[src/rtl/cnn_feed_ctrl.sv]
// Snapshots the handwriting canvas, streams an IMGxIMG crop to the CNN one pixel per STREAM cycle
// (first pixel registered one cycle after the start edge), then waits for the digit or a timeout.
module cnn_feed_ctrl #(
  parameter int CANVAS  = 30,
  parameter int IMG     = 28,
  parameter int OFS     = 1,
  parameter int PIX_GAP = 0,
  parameter int TIMEOUT = 2000000
) (
  input  logic                       i_clk,
  input  logic                       i_rst_n,
  input  logic                       i_start,
  input  logic [CANVAS*CANVAS-1:0]   i_canvas,
  output logic [7:0]                 o_pixel,
  output logic                       o_pixel_valid,
  input  logic [3:0]                 i_digit,
  input  logic                       i_digit_valid,
  output logic [3:0]                 o_digit,
  output logic                       o_digit_valid,
  output logic                       o_busy,
  output logic                       o_timeout
);

  localparam int NPIX = CANVAS * CANVAS;
  localparam int IW   = (NPIX > 1) ? $clog2(NPIX) : 1;
  localparam int XW   = (IMG > 1) ? $clog2(IMG) : 1;
  localparam int GW   = (PIX_GAP > 0) ? $clog2(PIX_GAP + 1) : 1;
  localparam int TW   = $clog2(TIMEOUT + 1);

  localparam logic [XW-1:0] XMAX = XW'(IMG - 1);
  localparam logic [GW-1:0] GMAX = GW'((PIX_GAP > 0) ? PIX_GAP - 1 : 0);
  localparam logic [TW-1:0] TMAX = TW'(TIMEOUT - 1);

  typedef enum logic [1:0] {IDLE, STREAM, GAP, WAIT} state_t;

  state_t            state_q, state_d;
  logic [XW-1:0]     x_q, x_d, y_q, y_d;
  logic [GW-1:0]     gap_q, gap_d;
  logic [TW-1:0]     tmo_q, tmo_d;
  logic [NPIX-1:0]   snap_q, snap_d;
  logic [7:0]        pixel_q, pixel_d;
  logic              pixel_vld_q, pixel_vld_d;
  logic [3:0]        digit_q, digit_d;
  logic              digit_vld_q, digit_vld_d;
  logic              busy_q, busy_d;
  logic              timeout_q, timeout_d;
  logic [IW-1:0]     pix_idx;
  logic              last_pix;

  assign pix_idx  = IW'((int'(y_q) + OFS) * CANVAS + int'(x_q) + OFS);
  assign last_pix = (x_q == XMAX) && (y_q == XMAX);

  always_comb begin
    state_d     = state_q;
    x_d         = x_q;
    y_d         = y_q;
    gap_d       = gap_q;
    tmo_d       = tmo_q;
    snap_d      = snap_q;
    pixel_d     = 8'h00;
    pixel_vld_d = 1'b0;
    digit_d     = digit_q;
    digit_vld_d = 1'b0;
    timeout_d   = timeout_q;
    case (state_q)
      IDLE: begin
        if (i_start) begin
          snap_d    = i_canvas;
          x_d       = '0;
          y_d       = '0;
          timeout_d = 1'b0;
          state_d   = STREAM;
        end
      end
      STREAM: begin
        pixel_vld_d = 1'b1;
        pixel_d     = snap_q[pix_idx] ? 8'hFF : 8'h00;
        if (last_pix) begin
          tmo_d   = '0;
          state_d = WAIT;
        end else begin
          if (x_q == XMAX) begin
            x_d = '0;
            y_d = y_q + 1'b1;
          end else begin
            x_d = x_q + 1'b1;
          end
          if (PIX_GAP > 0) begin
            gap_d   = '0;
            state_d = GAP;
          end
        end
      end
      GAP: begin
        if (gap_q == GMAX) state_d = STREAM;
        else               gap_d   = gap_q + 1'b1;
      end
      WAIT: begin
        // A result arriving on the expiry cycle still wins over the timeout.
        if (i_digit_valid) begin
          digit_d     = i_digit;
          digit_vld_d = 1'b1;
          state_d     = IDLE;
        end else if (tmo_q == TMAX) begin
          timeout_d = 1'b1;
          state_d   = IDLE;
        end else begin
          tmo_d = tmo_q + 1'b1;
        end
      end
      default: state_d = IDLE;
    endcase
    busy_d = (state_d != IDLE);
  end

  always_ff @(posedge i_clk or negedge i_rst_n) begin
    if (!i_rst_n) begin
      state_q     <= IDLE;
      x_q         <= '0;
      y_q         <= '0;
      gap_q       <= '0;
      tmo_q       <= '0;
      snap_q      <= '0;
      pixel_q     <= 8'h00;
      pixel_vld_q <= 1'b0;
      digit_q     <= 4'h0;
      digit_vld_q <= 1'b0;
      busy_q      <= 1'b0;
      timeout_q   <= 1'b0;
    end else begin
      state_q     <= state_d;
      x_q         <= x_d;
      y_q         <= y_d;
      gap_q       <= gap_d;
      tmo_q       <= tmo_d;
      snap_q      <= snap_d;
      pixel_q     <= pixel_d;
      pixel_vld_q <= pixel_vld_d;
      digit_q     <= digit_d;
      digit_vld_q <= digit_vld_d;
      busy_q      <= busy_d;
      timeout_q   <= timeout_d;
    end
  end

  assign o_pixel       = pixel_q;
  assign o_pixel_valid = pixel_vld_q;
  assign o_digit       = digit_q;
  assign o_digit_valid = digit_vld_q;
  assign o_busy        = busy_q;
  assign o_timeout     = timeout_q;

endmodule

[config.mk]
export PLATFORM = sky130hd
export DESIGN_NAME = cnn_feed_ctrl
export DESIGN_NICKNAME = d
export VERILOG_FILES = /design/src/rtl/cnn_feed_ctrl.sv
export SDC_FILE = /design/constraint.sdc
export NUM_CORES = 2
export LEC_CHECK = 0
export CAP_MARGIN = 20
export CELL_PAD_IN_SITES_DETAIL_PLACEMENT = 2
export CELL_PAD_IN_SITES_GLOBAL_PLACEMENT = 2
export CORE_MARGIN = 2
export CORE_UTILIZATION = 28
export DETAILED_ROUTE_END_ITERATION = 10
export DONT_BUFFER_PORTS = 1
export PLACE_DENSITY = 0.67
export SLEW_MARGIN = 10
export SYNTH_ARGS = -nofsm -noshare
export SYNTH_HDL_FRONTEND = slang
export SYNTH_SLANG_ARGS = --single-unit
export TNS_END_PERCENT = 50
[constraint.sdc]
create_clock -name i_clk -period 11.12 [get_ports i_clk]
set_clock_uncertainty 0.1 [all_clocks]
set_input_delay 2.224 -clock i_clk [delete_from_list [all_inputs] [get_ports i_clk]]
set_output_delay 2.224 -clock i_clk [all_outputs]
set_load 0.02 [all_outputs]
==> flow_summary.ini <==
[synth]
ys_seq_area_frac = 0.535
synth-async-reset-ratio = 1.00
yosysTopAreaCellShare = 0.535
yosysWarnings = 0
netlist_area_sq_um = 44100
yosys_most_used_dff = dfrtp_1
synth_top_cells_by_area = dfrtp_1 (53%), nand2_1 (24%), mux4_2 (12%)
ys_types = 73
syn_area_per_cell_sq_um = 9.32
synthCells = 4731
synth_edf_count = 0
syn_nets = 5664
yosys_register_bits = 942
synth_top_cell_by_area = dfrtp_1

[timing]
hold_viol_final = 0
worst_pin_slew_ps = 1250
period_minus_slack_ps = 6330
slew-limit-headroom = 0.169
min_period_over_period = 0.570
slew_violations = 0
rsz0062_at_grt = false
final.setup.tns_ps = 0
fmaxAchievable_mhz = 158
finalSetupViolCount = 0

[layout]
syn2layout_area_growth_pct = 13.2
nets = 5528
nFillCells = 17300
layout-drive-gt1-share = 0.108

[clock_tree]
cts_sinks = 942
htree_levels = 3
numCtsBuffers = 111
ctsResizeCount = 0
cts_tree = yes
clk_pin_slew_worst_paths_ps = 60
clk_path_buf_depth = 3
insertion_delay_ps = 760
clockRootBuffer = clkbuf_16
post_cts_buffers = 0
cts_hold_buf = 0

[floorplanning]
coreArea_sq_um = 156000
start_util = 0.282
die_x_um = 401
die_h_um = 401
ios = 924
die_area_sq_um = 161000
rows = 145

[routing]
ant_nets = 0
route.vias.total = 33600
drc = 0
wl_per_cell_um = 26.2
firstDrtPassIters = 6
drt-initial-drc-count = 2149
wirelength_mm = 178
avgViaCountPerCell = 4.95

[hold_path]
hold_depth = 2
hold_path.class = flop to flop

[setup_path]
path_cells = ha_1 -> xor2_1 -> xnor2_1 -> xnor2_1 -> ha_1 -> xnor2_1 -> fa_1 -> ha_1 -> or2_2 -> or2_1 -> mux2i_1 -> nor2_4 -> mux2_2 -> a211oi_1 -> nor4_1 -> o21ai_1 -> nor4_1
r2r_cells = 17
critPathLaunchType = flop
critical_path_buf_inv_count = 0
worst-setup-path-type = flop to flop
crit_arrival_ps = 6860
cp_max_fo = 15
max_stage_delay_ps = 800
required_ps = 11640
path_depth = 17
endpoint_kind = flop
cp_top_family = simple AND/OR/NAND/NOR gates
cp_slowest_cell = nor4_1

[global_route]
grt_pass1_vias = 37900
grt_start_max_net_pins = 943
grt-ovfl-total = 0
grt_pass1_wl_mm = 261
antenna_found_initial = 82
grt.total_usage = 0.219

[placement]
gp_congestion = 0.824
detailed_place_hpwl_mm = 126
io_buffers = 0

[outcome]
status = completed

[run]
cap_viol_max_count = 0
-- per-stage QoR --
stage           util  area [sq um]  setup WS, ps  hold WS [ps]  cells
2_1_floorplan      -         44100          6440           340   4731
3_3_place_gp   0.293         45800          4800           352   6534
3_5_place_dp   0.293         45800          4650           360   6534
4_1_cts        0.317         49600          4590           375   6736
5_1_grt        0.319         49900          4240           389   6782
6_report       0.319         49900          4790           368   6789
-- sequential cells by signal, indices dropped and copies added (netlist names) --
register,count
o_busy,1
o_pixel_valid,1
x_q,5
o_digit,4
o_pixel,1
y_q,5
o_digit_valid,1
tmo_q,21
snap_q,900
state_q,2
o_timeout,1
-- cells in the final DEF, fill, tap and decap left out, drive strengths merged, types with 6 or more instances in the layout --
cell,n
mux2,17
nor2,40
nand2,2813
a21oi,18
mux2i,26
bufinv,7
buf,47
nor3,13
clkbuf,166
ha,19
and3,13
a211o,7
nand4,25
a21o,7
xnor2,23
nand3,49
o21ai,28
dfrtp,942
clkinv,28
inv,28
fa,6
a31oi,7
diode,47
a211oi,6
or2,8
xor2,13
mux4,243
o211ai,6
nand2b,6
-- layer usage --
metal  share of wire  vias up  routed length (um)  GRT usage
li1                -    15000                   -          -
met1            0.41    17500               73000      0.269
met2            0.50      758               89000      0.376
met3           0.059      275               10400     0.0572
met4           0.027       66                4780     0.0691
met5          0.0025        -                 450          0
-- worst min-delay path, stage by stage (launching register included) --
cell and delay (ps):
dfrtp_1 330, nand2_1 50, nand2_1 50
-- synth_stat cells, drive strengths merged, types with 17 or more instances --
cell type and count:
ha 19, mux2 17, nand4 25, mux4 243, nand2 2813, nand3 49, mux2i 26, o21ai 28
xnor2 23, nor2 40, clkbuf 215, buf 81, a21oi 18, inv 27, dfrtp 942
-- area by class of cell --
class | instances | area (sq um) | area share
inverters | 27 | 101 | 0.00203
well taps | 2058 | 2570 | 0.0516
clock inverters | 36 | 503 | 0.0101
multi-input cells | 3466 | 19200 | 0.384
clock buffers | 166 | 3310 | 0.0662
repair buffers | 47 | 561 | 0.0112
flip-flops and latches | 942 | 23600 | 0.472
diodes | 47 | 118 | 0.00236
-- path summary, 6_finish.rpt --
| kind | slack, ps | endpoint | start |
|---|---|---|---|
| worst max-delay path | 4790 | o_pixel[6]$_DFF_PN0_ | y_q[0]$_DFFE_PN0P_ |
| worst min-delay path | 370 | snap_q[532]$_DFFE_PN0P_ | snap_q[532]$_DFFE_PN0P_ |
| worst max register to register | 4790 | o_pixel[6]$_DFF_PN0_ | y_q[0]$_DFFE_PN0P_ |
| worst min register to register | 370 | snap_q[532]$_DFFE_PN0P_ | snap_q[532]$_DFFE_PN0P_ |
| max in group asynchronous | 6790 | snap_q[697]$_DFFE_PN0P_ | i_rst_n |
| min in group asynchronous | 1100 | snap_q[128]$_DFFE_PN0P_ | i_rst_n |
-- kinds of logic (layout without fill, tap and decap cells) --
family	after synthesis	after routing	synth area share
adder cells (fa/ha/maj)	25	25	0.00812
AO/OA/AOI/OAI	124	124	0.0199
multiplexers	286	286	0.134
XOR/XNOR	36	36	0.00732
AND/OR/NAND/NOR	2995	2995	0.262
flip-flops	942	942	0.535
other	0	47	0
buffers and inverters	323	276	0.0337
Power is left out: the tool's default activity adds up to more than one toggle a clock period on the data nets, which glitch-free logic cannot reach.
